## src/rtl/evm_ballot_ctrl_if.sv

```systemverilog
// Ballot controller bus: officer/voter inputs and the clean vote/status outputs.
interface evm_ballot_ctrl_if #(
  parameter int NUM_CAND = 5,
  parameter int CNT_W    = 8
);
  logic                poll_start;
  logic                poll_end;
  logic                ballot_issue;
  logic [NUM_CAND-1:0] vote_sw;
  logic                cast_valid;
  logic [NUM_CAND-1:0] cast_sel;
  logic                ballot_led;
  logic [NUM_CAND-1:0] confirm_led;
  logic                invalid_pulse;
  logic                timeout_pulse;
  logic                poll_active;
  logic [CNT_W-1:0]    ballots_issued;
  logic [CNT_W-1:0]    votes_cast;
  logic [CNT_W-1:0]    ballots_expired;
  logic [1:0]          state;

  modport master (
    output poll_start, poll_end, ballot_issue, vote_sw,
    input  cast_valid, cast_sel, ballot_led, confirm_led, invalid_pulse,
           timeout_pulse, poll_active, ballots_issued, votes_cast,
           ballots_expired, state
  );

  modport slave (
    input  poll_start, poll_end, ballot_issue, vote_sw,
    output cast_valid, cast_sel, ballot_led, confirm_led, invalid_pulse,
           timeout_pulse, poll_active, ballots_issued, votes_cast,
           ballots_expired, state
  );
endinterface

```

## src/rtl/evm_ballot_ctrl.sv

```systemverilog
// Polling-session controller: opens/closes the poll, arms one ballot per request,
// debounces candidate switches into a single one-hot cast pulse, expires idle ballots.
module evm_ballot_ctrl #(
  parameter int NUM_CAND = 5,
  parameter int DEBOUNCE = 4,
  parameter int TIMEOUT  = 1000,
  parameter int CONFIRM  = 2,
  parameter int CNT_W    = 8
) (
  input logic              clk,
  input logic              rst,
  evm_ballot_ctrl_if.slave bus
);
  localparam int DB_W = $clog2(DEBOUNCE + 1);
  localparam int TO_W = $clog2(TIMEOUT + 1);
  localparam int CF_W = $clog2(CONFIRM + 1);

  typedef enum logic [1:0] {
    CLOSED  = 2'd0,
    IDLE    = 2'd1,
    ARMED   = 2'd2,
    CONFIRM_ST = 2'd3
  } state_t;

  state_t              st;
  logic [NUM_CAND-1:0] prev_sw;
  logic [DB_W-1:0]     db_cnt;
  logic [TO_W-1:0]     to_cnt;
  logic [CF_W-1:0]     cf_cnt;
  logic                pending_close;
  logic                inv_lock;

  logic                cast_valid_q, ballot_led_q, invalid_q, timeout_q, active_q;
  logic [NUM_CAND-1:0] cast_sel_q, confirm_led_q;
  logic [CNT_W-1:0]    issued_q, cast_q, expired_q;

  logic                sw_nz, sw_onehot, db_done, to_done, cf_done, close_req;
  logic [DB_W-1:0]     db_next;

  function automatic logic [CNT_W-1:0] sat_inc(input logic [CNT_W-1:0] v);
    return (&v) ? v : v + CNT_W'(1);
  endfunction

  assign sw_nz     = |bus.vote_sw;
  assign sw_onehot = sw_nz && ((bus.vote_sw & (bus.vote_sw - NUM_CAND'(1))) == '0);
  assign db_done   = (db_next == DB_W'(DEBOUNCE));
  assign to_done   = (to_cnt == TO_W'(TIMEOUT - 1));
  assign cf_done   = (cf_cnt == CF_W'(CONFIRM - 1));
  assign close_req = pending_close | bus.poll_end;

  // Stability count saturates at DEBOUNCE so a held invalid pattern stays "done"
  // while inv_lock suppresses repeat pulses.
  always_comb begin
    db_next = '0;
    if (!sw_nz)
      db_next = '0;
    else if (bus.vote_sw != prev_sw)
      db_next = DB_W'(1);
    else if (db_cnt == DB_W'(DEBOUNCE))
      db_next = db_cnt;
    else
      db_next = db_cnt + DB_W'(1);
  end

  always_ff @(posedge clk) begin
    if (rst) begin
      st            <= CLOSED;
      prev_sw       <= '0;
      db_cnt        <= '0;
      to_cnt        <= '0;
      cf_cnt        <= '0;
      pending_close <= 1'b0;
      inv_lock      <= 1'b0;
      cast_valid_q  <= 1'b0;
      cast_sel_q    <= '0;
      ballot_led_q  <= 1'b0;
      confirm_led_q <= '0;
      invalid_q     <= 1'b0;
      timeout_q     <= 1'b0;
      active_q      <= 1'b0;
      issued_q      <= '0;
      cast_q        <= '0;
      expired_q     <= '0;
    end else begin
      cast_valid_q <= 1'b0;
      cast_sel_q   <= '0;
      invalid_q    <= 1'b0;
      timeout_q    <= 1'b0;
      case (st)
        CLOSED: begin
          if (bus.poll_start) begin
            st        <= IDLE;
            active_q  <= 1'b1;
            issued_q  <= '0;
            cast_q    <= '0;
            expired_q <= '0;
          end
        end
        IDLE: begin
          if (bus.poll_end) begin
            st       <= CLOSED;
            active_q <= 1'b0;
          end else if (bus.ballot_issue) begin
            st           <= ARMED;
            ballot_led_q <= 1'b1;
            issued_q     <= sat_inc(issued_q);
            prev_sw      <= '0;
            db_cnt       <= '0;
            to_cnt       <= '0;
            inv_lock     <= 1'b0;
          end
        end
        ARMED: begin
          prev_sw <= bus.vote_sw;
          db_cnt  <= db_next;
          to_cnt  <= to_cnt + TO_W'(1);
          if (bus.poll_end) pending_close <= 1'b1;
          if (db_done && sw_onehot) begin
            st            <= CONFIRM_ST;
            cast_valid_q  <= 1'b1;
            cast_sel_q    <= bus.vote_sw;
            confirm_led_q <= bus.vote_sw;
            cast_q        <= sat_inc(cast_q);
            ballot_led_q  <= 1'b0;
            cf_cnt        <= '0;
          end else begin
            if (db_done && !inv_lock) begin
              invalid_q <= 1'b1;
              inv_lock  <= 1'b1;
            end else if (!sw_nz) begin
              inv_lock <= 1'b0;
            end
            if (to_done) begin
              timeout_q    <= 1'b1;
              expired_q    <= sat_inc(expired_q);
              ballot_led_q <= 1'b0;
              if (close_req) begin
                st            <= CLOSED;
                active_q      <= 1'b0;
                pending_close <= 1'b0;
              end else begin
                st <= IDLE;
              end
            end
          end
        end
        CONFIRM_ST: begin
          if (bus.poll_end) pending_close <= 1'b1;
          cf_cnt <= cf_cnt + CF_W'(1);
          if (cf_done) begin
            confirm_led_q <= '0;
            if (close_req) begin
              st            <= CLOSED;
              active_q      <= 1'b0;
              pending_close <= 1'b0;
            end else begin
              st <= IDLE;
            end
          end
        end
        default: st <= CLOSED;
      endcase
    end
  end

  assign bus.cast_valid      = cast_valid_q;
  assign bus.cast_sel        = cast_sel_q;
  assign bus.ballot_led      = ballot_led_q;
  assign bus.confirm_led     = confirm_led_q;
  assign bus.invalid_pulse   = invalid_q;
  assign bus.timeout_pulse   = timeout_q;
  assign bus.poll_active     = active_q;
  assign bus.ballots_issued  = issued_q;
  assign bus.votes_cast      = cast_q;
  assign bus.ballots_expired = expired_q;
  assign bus.state           = st;
endmodule

```

## src/flat_wrapper.sv

```systemverilog
// flat-port wrapper written by rule: the top's interface ports become plain ports
module evm_ballot_ctrl_flat 
#(
  parameter int NUM_CAND = 5,
  parameter int DEBOUNCE = 4,
  parameter int TIMEOUT  = 1000,
  parameter int CONFIRM  = 2,
  parameter int CNT_W    = 8
)
  (clk, rst, bus_poll_start, bus_poll_end, bus_ballot_issue, bus_vote_sw, bus_cast_valid, bus_cast_sel, bus_ballot_led, bus_confirm_led, bus_invalid_pulse, bus_timeout_pulse, bus_poll_active, bus_ballots_issued, bus_votes_cast, bus_ballots_expired, bus_state);
  evm_ballot_ctrl_if #(.NUM_CAND(NUM_CAND), .CNT_W(CNT_W)) bus_i ();
  input logic clk;
  input logic rst;
  input wire logic [$bits(bus_i.poll_start)-1:0] bus_poll_start;
  input wire logic [$bits(bus_i.poll_end)-1:0] bus_poll_end;
  input wire logic [$bits(bus_i.ballot_issue)-1:0] bus_ballot_issue;
  input wire logic [$bits(bus_i.vote_sw)-1:0] bus_vote_sw;
  output wire logic [$bits(bus_i.cast_valid)-1:0] bus_cast_valid;
  output wire logic [$bits(bus_i.cast_sel)-1:0] bus_cast_sel;
  output wire logic [$bits(bus_i.ballot_led)-1:0] bus_ballot_led;
  output wire logic [$bits(bus_i.confirm_led)-1:0] bus_confirm_led;
  output wire logic [$bits(bus_i.invalid_pulse)-1:0] bus_invalid_pulse;
  output wire logic [$bits(bus_i.timeout_pulse)-1:0] bus_timeout_pulse;
  output wire logic [$bits(bus_i.poll_active)-1:0] bus_poll_active;
  output wire logic [$bits(bus_i.ballots_issued)-1:0] bus_ballots_issued;
  output wire logic [$bits(bus_i.votes_cast)-1:0] bus_votes_cast;
  output wire logic [$bits(bus_i.ballots_expired)-1:0] bus_ballots_expired;
  output wire logic [$bits(bus_i.state)-1:0] bus_state;
  assign bus_i.poll_start = bus_poll_start;
  assign bus_i.poll_end = bus_poll_end;
  assign bus_i.ballot_issue = bus_ballot_issue;
  assign bus_i.vote_sw = bus_vote_sw;
  assign bus_cast_valid = bus_i.cast_valid;
  assign bus_cast_sel = bus_i.cast_sel;
  assign bus_ballot_led = bus_i.ballot_led;
  assign bus_confirm_led = bus_i.confirm_led;
  assign bus_invalid_pulse = bus_i.invalid_pulse;
  assign bus_timeout_pulse = bus_i.timeout_pulse;
  assign bus_poll_active = bus_i.poll_active;
  assign bus_ballots_issued = bus_i.ballots_issued;
  assign bus_votes_cast = bus_i.votes_cast;
  assign bus_ballots_expired = bus_i.ballots_expired;
  assign bus_state = bus_i.state;
  evm_ballot_ctrl #(.NUM_CAND(NUM_CAND), .DEBOUNCE(DEBOUNCE), .TIMEOUT(TIMEOUT), .CONFIRM(CONFIRM), .CNT_W(CNT_W)) u_core (.clk(clk), .rst(rst), .bus(bus_i));
endmodule
```

## config.mk

```make
export PLATFORM = sky130hd
export DESIGN_NAME = evm_ballot_ctrl_flat
export DESIGN_NICKNAME = d
export VERILOG_FILES = /design/src/rtl/evm_ballot_ctrl_if.sv /design/src/rtl/evm_ballot_ctrl.sv /design/src/flat_wrapper.sv
export SDC_FILE = /design/constraint.sdc
export NUM_CORES = 1
export LEC_CHECK = 0
export ABC_CLOCK_PERIOD_IN_PS = 3600
export BUFFER_PORTS_ARGS = -buffer_cell sky130_fd_sc_hd__buf_2
export CELL_PAD_IN_SITES_DETAIL_PLACEMENT = 2
export CELL_PAD_IN_SITES_GLOBAL_PLACEMENT = 2
export CORE_UTILIZATION = 38
export CTS_BUF_LIST = sky130_fd_sc_hd__clkbuf_8
export CTS_CLUSTER_SIZE = 30
export DETAILED_ROUTE_END_ITERATION = 8
export PLACE_DENSITY_LB_ADDON = 0.2
export SLEW_MARGIN = 20
export SYNTH_ARGS = -nofsm -noshare
export SYNTH_HDL_FRONTEND = slang
export SYNTH_SLANG_ARGS = --single-unit
```

## constraint.sdc

```tcl
create_clock -name clk -period 3.6 [get_ports clk]
set_input_delay 0.54 -clock clk [delete_from_list [all_inputs] [get_ports clk]]
set_output_delay 0.54 -clock clk [all_outputs]
set_load 0.02 [all_outputs]
```

# Word-level counts from Yosys, hierarchy flattened
# Cells that the tools add are included.
# word_totals
mem_bits_rw	0
n_memories	0
out_inout_bits	41
latchBits	0
reg_bits	63
rom_bits	0
# op_classes
reduce_logical	27
mul	0
bitwise	4
addsub	7
shift	0
div	0
n_mux	64
eq_ne	22
order_cmp	0
# op_table
cell	count
8-bit 2-to-1 mux	9
8-bit one-hot mux with 2 select lines	3
8-bit by 1-bit adder with 8-bit output (second input constant)	3
1-bit 2-to-1 mux	24
8-bit AND reduction	3
10-bit 2-to-1 mux	2
5-bit 2-to-1 mux	4
10-bit one-hot mux with 2 select lines	1
5-bit one-hot mux with 2 select lines	2
5-bit AND reduction	4
2-bit inequality test (second input constant)	8
3-bit 2-to-1 mux	5
2-bit 2-to-1 mux	7
4-bit AND reduction	3
10-bit by 1-bit adder with 10-bit output (second input constant)	1
10-bit == test (second input constant)	1
2-bit one-hot mux with 4 select lines	1
2-bit nonzero test	4
3-bit == test (second input constant)	2
2-bit by 1-bit inequality test with 1-bit output (second input constant)	3
3-bit inequality test (second input constant)	2
1-bit one-hot mux with 2 select lines	3
3-bit one-hot mux with 2 select lines	1
3-bit AND reduction	2
other kinds (20)	26

# Longest topological paths before layout
# Gate-level depths: netlist of the first run.
# logic_depth
word_depth	9
mapped_depth	10
mapped_depth_nobuf	8

# Worst setup path before layout of the first run
# No wires, ideal clock.
# synth_timing
kind	register to register
from	register u_core.db_cnt[0]
to	register u_core.cast_q[5], in the netlist u_core.bus.votes_cast[5]
required_time_ns	3.530
period_less_slack_ns	2.442
arrival_time_ns	2.372
setup_time_ns	0.070
slack_ns	1.158
path_stages_with_launch	9
n_path_buf	0
path_cell_list	dfxtp_1 > inv_1 > ha_1 > or3b_1 > a31o_1 > nor4_4 > a21boi_2 > or4_1 > a21oi_1
# synth_via
elab_chain_cells	8
# synth_rtl
element	line	text
start: declaration	evm_ballot_ctrl.sv:27	logic [DB_W-1:0] db_cnt;
start signal: assignment	evm_ballot_ctrl.sv:115	db_cnt <= db_next;
3-bit by 1-bit adder with 3-bit output / 3-bit == test (equally long branches)	evm_ballot_ctrl.sv:62, evm_ballot_ctrl.sv:59	
3-bit 2-to-1 mux (*)	evm_ballot_ctrl.sv:59	else if (db_cnt == DB_W'(DEBOUNCE))
3-bit 2-to-1 mux (*)	evm_ballot_ctrl.sv:57	else if (bus.vote_sw != prev_sw)
3-bit 2-to-1 mux (*)	evm_ballot_ctrl.sv:55	if (!sw_nz)
3-bit == test (*)	evm_ballot_ctrl.sv:46	assign db_done = (db_next == DB_W'(DEBOUNCE));
1-bit logical AND (*)	evm_ballot_ctrl.sv:118	if (db_done && sw_onehot) begin
2-bit by 1-bit inequality test with 1-bit output (no source line) (*)	--	
4-bit AND reduction (no source line) (*)	--	
end signal: assignment	evm_ballot_ctrl.sv:123	cast_q <= sat_inc(cast_q);
end: declaration	evm_ballot_ctrl.sv:35	logic [CNT_W-1:0] issued_q, cast_q, expired_q;
# Mark *: on every way between the ends. The rest lies on a longest branch, timed or not.
# A chain may end at the register's enable or synchronous reset.

# Worst setup path after layout of the first run
# Same ends and word-level chain as after synthesis.

==> results of run 1 <==
-- report_power, final --
| group | total, uW | switching (uW) | internal (uW) |
|---|---|---|---|
| clock network | 660 | 288 | 372 |
| logic | 217 | 147 | 69.4 |
| registers | 727 | 16.3 | 711 |
-- final timing paths --
check                       startpoint                   endpoint  slack (ps)  depth (start not counted)
max                   u_core.db_cnt[0]   u_core.bus.votes_cast[5]         610                          8
max reg2reg           u_core.db_cnt[0]   u_core.bus.votes_cast[5]         610                          8
min          u_core.bus.confirm_led[0]  u_core.bus.confirm_led[0]         480                          2
min reg2reg  u_core.bus.confirm_led[0]  u_core.bus.confirm_led[0]         480                          2
-- cells in the mapped netlist (2+ instances only) --
master,instances,share of area
xnor2_1,13,0.036
xor2_1,5,0.014
or3b_1,3,0.0084
a2111o_1,2,0.0072
nor2_1,34,0.041
nor3_1,8,0.013
o31ai_1,11,0.026
or3_1,6,0.012
nor4_1,5,0.010
and3_1,11,0.022
nand2_1,26,0.031
mux2i_1,3,0.0096
and2_1,5,0.010
nand2b_1,12,0.024
clkbuf_1,13,0.016
o211ai_1,3,0.0072
or2_2,2,0.0040
inv_1,9,0.011
a31oi_1,5,0.010
a41oi_1,2,0.0056
o22ai_1,2,0.0040
o21bai_1,4,0.0096
buf_2,2,0.0032
or4_1,2,0.0048
nand4_1,8,0.016
a311oi_1,2,0.0056
nand3_1,12,0.019
a211oi_1,4,0.0096
o21ai_0,18,0.029
or4b_1,5,0.016
nor2b_1,6,0.012
nand3b_1,2,0.0048
ha_1,11,0.044
a21oi_1,30,0.048
dfxtp_1,63,0.40
-- routing by layer --
metal	vias to the layer above	share of wire	GRT usage
li1	1418	-	-
met1	1466	0.45	0.299
met2	54	0.49	0.400
met3	17	0.034	0.0509
met4	0	0.020	0.0833
met5	-	0	0
-- stage by stage --
stage / cell area (um2) / power, uW / util / instances
floorplan: 3140 / 885 / - / 366
global placement: 3480 / 946 / 0.443 / 505
detailed placement: 3480 / 957 / 0.443 / 505
CTS: 3690 / 1620 / 0.470 / 521
global route: 3690 / 1680 / 0.470 / 521
finish: 3690 / 1600 / 0.470 / 521
-- logic make-up after synthesis --
group,after synthesis,share of synthesized area
flops,63,0.401
simple gates,154,0.273
fa+ha+maj,12,0.0470
compound gates,90,0.185
mux,3,0.00955
buf+inv,26,0.0342
xor+xnor,18,0.0502
-- area by class of cell --
| class | instances | area (um2) |
|---|---|---|
| flip-flops and latches | 63 | 1260 |
| clock buffers | 12 | 165 |
| multi-input cells | 277 | 1770 |
| clock inverters | 4 | 43.8 |
| repair buffers | 54 | 280 |
| fillers | 897 | 4160 |
| inverters | 9 | 33.8 |
| well taps | 102 | 128 |
-- worst reg2reg max path, delay by kind of cell (launching register included) --
kind	cells	cell delay [ps]
DFF	1	450
and+or+nand+nor	3	1380
AOI/OAI and AO/OA	3	780
buffers and inverters	1	70
adders and majority gates	1	250
-- registers in the layout (all words and copies together), names as in the netlist, 3 cells and up --
| signal | cells |
|---|---|
| u_core.to_cnt | 10 |
| u_core.bus.ballots_expired | 8 |
| u_core.bus.ballots_issued | 8 |
| u_core.bus.votes_cast | 8 |
| u_core.bus.cast_sel | 5 |
| u_core.bus.confirm_led | 5 |
| u_core.prev_sw | 5 |
| u_core.db_cnt | 3 |
==> reports/qor.yml, run 1 <==
timing:
  finalWorstSetupSlack_ps: 606
  final_hold_viol_count: 0
  slew_headroom: 0.331
  slew_violations: 0
  max_freq_ghz: 0.334
  layout_min_cycle_time_ps: 2990
  setup_viol: 0
  rsz0062_at_grt: "no"
  period_share: 0.832
  fin_skew_ps: 6.95
  tightestPinTransition_ps: 997
  finalSetupTns_ps: 0
  hold_ws_ps: 479
routing:
  drt_iter0_drc: 79
  vias_per_cell: 5.67
  wl_um: 9560
  postRouteAntennaNets: 0
  post-route-drc-count: 0
  via_count: 2955
  wl_per_cell_um: 18.4
  drtPass1Iterations: 4
worst_setup_path:
  cp.required_ps: 3880
  worst_ep_arrival_time_ps: 3270
  crit_path_start_kind: "register"
  critPathKind: "reg2reg"
  critical_path.max_stage_delay_ps: 590
  critPathMaxFanout: 26
  path_cells: "inv_1 > ha_1 > or3b_1 > a31o_1 > nor4_4 > a21boi_2 > or4_1 > a21oi_1"
  cp_num_buf_inv: 1
  crit_slowest_cell: "or4_1"
  crit_path_end_kind: "register"
  path_delay_family: "simple AND/OR/NAND/NOR gates"
cts:
  ctsLongestPathBuffers: 2
  clock_latency_ps: 350
  cts_setup_buffers: 0
  cts_buffers: 9
  htree_levels: 3
  cts_hold_buffers: 0
  cts_root_buf: "clkbuf_8"
  cts_tree: "yes"
  clock_sinks: 63
  cts_resized: 0
  clkTransAtPathRegs_ps: 70
finish:
  most-common-layout-cells: "dfxtp_1 (63), buf_2 (50), nor2_1 (34)"
  insertedDiodeCount: 0
  nets: 435
  layout_commonest_cell: "dfxtp_1"
  drive_gt1_frac: 0.181
  areaGrowthSynthToFinish_pct: 17.3
die:
  die_w_um: 92.9
  initial_core_util: 0.401
  ios: 51
  core-area_um2: 7850
  die_h_um: 92.9
  std_cell_rows: 32
  dieArea_um2: 8640
synth:
  yosysSeqAreaShare: 0.401
  syn_area_um2: 3140
  ys_types: 52
  synthFlopType: "dfxtp_1"
  async_reset_ff_frac: 0
  ys_warn_count: 0
  syn-instance-count: 366
  synth_seq_cells: 63
  avgSynthCellArea_um2: 8.59
  postSynthNetCount: 387
  synth_edf_count: 0
placed_design:
  io_buffer_count: 50
  post-place-ws_ps: 613
  hpwl_um: 6540
  gp_congestion: 0.817
global_routing:
  antenna_found_initial: 0
  grt_pass1_vias: 3138
  grt_overflow_total: 0
  grt_start_max_net_pins: 27
  grt_pass1_wl_um: 16200
  grt.total_usage: 0.238
flow_run:
  maxCapViolCount: 0
power_and_ir_drop:
  p_per_area_nw_per_um2: 435
  peakVddDrop_mv: 0.174
  leakage_uw: 0.00144
min_path:
  min_path_type: "reg2reg"
run_status:
  status: "finished, final reports clean"
(Power assumes the default switching activity.)
==> run 2: changes to the inputs <==
Settings changed: ABC_CLOCK_PERIOD_IN_PS 3600 to 3100, CORE_UTILIZATION 38 to 35.
Clock period 3.6 ns to 3.1 ns, I/O delays scaled along.
==> reports/qor.yml, run 2 (synthesis results as in run 1) <==
finish:
  areaGrowthSynthToFinish_pct: 18.5
  nets: 439  # +0.92%
  fin_cells: 531  # +1.9%
  top_register: "u_core.to_cnt"
  fillers: 970  # +8.1%
  layout_commonest_cell: "dfxtp_1"
  insertedDiodeCount: 0  # unchanged
  drive_gt1_frac: 0.189  # +0.00774
  register_area_um2: 1260  # unchanged
  most-common-layout-cells: "dfxtp_1 (63), buf_2 (50), nor2_1 (34)"
  largest_reg_flops: 10  # unchanged
  multiInputGateArea_um2: 1770  # unchanged
timing:
  finalSetupTns_ps: 0  # unchanged
  fin_skew_ps: 10.2  # +3.30 ps
  slew_violations: 0  # unchanged
  finalWorstSetupSlack_ps: 269  # -337 ps
  tightestPinTransition_ps: 833  # -165 ps
  slew_headroom: 0.442  # +0.110
  hold_ws_ps: 429  # -49.9 ps
  layout_min_cycle_time_ps: 2830  # -163 ps
  period_share: 0.913  # +0.0816
  rsz0062_at_grt: "no"
  max_freq_ghz: 0.353  # +5.8%
  setup_viol: 0  # unchanged
  final_hold_viol_count: 0  # unchanged
flow_run:
  maxCapViolCount: 0  # unchanged
global_routing:
  grt.total_usage: 0.197  # -0.0408
  antenna_found_initial: 0  # unchanged
  grt_pass1_vias: 3059  # -2.5%
  grt_overflow_total: 0  # unchanged
  grt_pass1_wl_um: 15000  # -7.4%
  grt_start_max_net_pins: 26  # -3.7%
routing:
  post-route-drc-count: 0  # unchanged
  drt_iter0_drc: 61  # -23%
  wl_um: 8690  # -9.1%
  wl_per_cell_um: 16.4  # -11%
  vias_per_cell: 5.46  # -3.7%
  postRouteAntennaNets: 0  # unchanged
  drtPass1Iterations: 4  # unchanged
  via_count: 2900  # -1.9%
power_and_ir_drop:
  p_per_area_nw_per_um2: 492  # +13%
  leakage_uw: 0.00146  # +1.4%
  peakVddDrop_mv: 0.231  # +33%
  swShare: 0.269  # -0.0130
  seq_power_share: 0.460  # +0.007
  p_comb_frac: 0.134  # about the same
  pwr-share-clk: 0.405  # -0.007
  internal_power_uw: 1340  # +16%
  netSwitchingPower_uw: 492  # +8.9%
worst_setup_path:
  crit_path_start_kind: "register"
  crit_path_end_kind: "register"
  critPathKind: "reg2reg"
  worst_ep_arrival_time_ps: 3090  # -180 ps
  cp.required_ps: 3360  # -520 ps
  critPathMaxFanout: 21  # -19%
cts:
  cts_hold_buffers: 0  # unchanged
  htree_levels: 3  # unchanged
  cts_buffers: 9  # unchanged
  clock_latency_ps: 340  # about the same
  clkTransAtPathRegs_ps: 70  # about the same
  cts_setup_buffers: 0  # unchanged
  clock_sinks: 63  # unchanged
  cts_root_buf: "clkbuf_8"
  cts_tree: "yes"
  ctsLongestPathBuffers: 2  # unchanged
  cts_resized: 0  # unchanged
die:
  die_h_um: 96.8  # +4.1%
  ios: 51  # unchanged
  die_w_um: 96.8  # +4.1%
  initial_core_util: 0.360  # -0.0401
  std_cell_rows: 34  # +6.3%
  dieArea_um2: 9360  # +8.4%
  core-area_um2: 8720  # +11%
run_status:
  status: "finished, final reports clean"
placed_design:
  gp_congestion: 0.761  # -6.8%
  hpwl_um: 6190  # -5.2%
  post-place-ws_ps: 228  # -385 ps
  io_buffer_count: 50  # unchanged
  dpl.cell_count: 515  # +2.0%
min_path:
  min_path_type: "in2reg"
[run 2: changes by cell type in the layout (fill, tap and decap cells not counted)]
cell,change
buf_4,+4
[run 2: power by group through the flow]
stage	combinational, uW	sequential (uW)	clock (uW)
floorplan	153	875	0
global placement	243	860	0
detailed placement	248	862	0
CTS	250	843	774
global route	274	845	806
finish	246	843	742
[run 2: final cells by class]
type | instances | share of cell area
inverters | 9 | 0.00907
repair buffers | 58 | 0.0833
clock buffers | 12 | 0.0444
flip-flops and latches | 63 | 0.339
multi-input cells | 277 | 0.476
well taps | 108 | 0.0363
clock inverters | 4 | 0.0118
[run 2: metrics by stage]
step	util	total power (uW)	cell area, um2
after floorplan	-	1030	3140
after global placement	0.403	1100	3510
after detailed placement	0.403	1110	3510
after CTS	0.427	1870	3720
after global routing	0.427	1930	3720
final	0.427	1830	3720
[run 2: worst paths after layout]
| path | to | cells past startpoint | start | slack [ps] |
|---|---|---|---|---|
| worst min-delay path | u_core.bus.cast_sel[3] | 2 | bus_vote_sw[3] | 430 |
| worst min register to register | u_core.bus.confirm_led[1] | 2 | u_core.bus.confirm_led[1] | 470 |
| worst max-delay path | u_core.bus.votes_cast[7] | 9 | u_core.db_cnt[0] | 270 |
| worst max register to register | u_core.bus.votes_cast[7] | 9 | u_core.db_cnt[0] | 270 |
[run 2: critical path: stages, from the launching register on]
cell and delay [ps]:
dfxtp_1 430, inv_1 70, ha_1 250, or3b_1 380
a31o_1 260, nor4_4 270, a21boi_2 270, buf_4 250
or3_1 370, a21oi_1 190
[run 2: routing by layer]
metal,vias up,wire (um),global-route usage
met3,17,270,0.0332
li1,1427,-,-
met1,1404,4080,0.247
met4,0,179,0.0941
met5,-,0,0
met2,52,4160,0.327
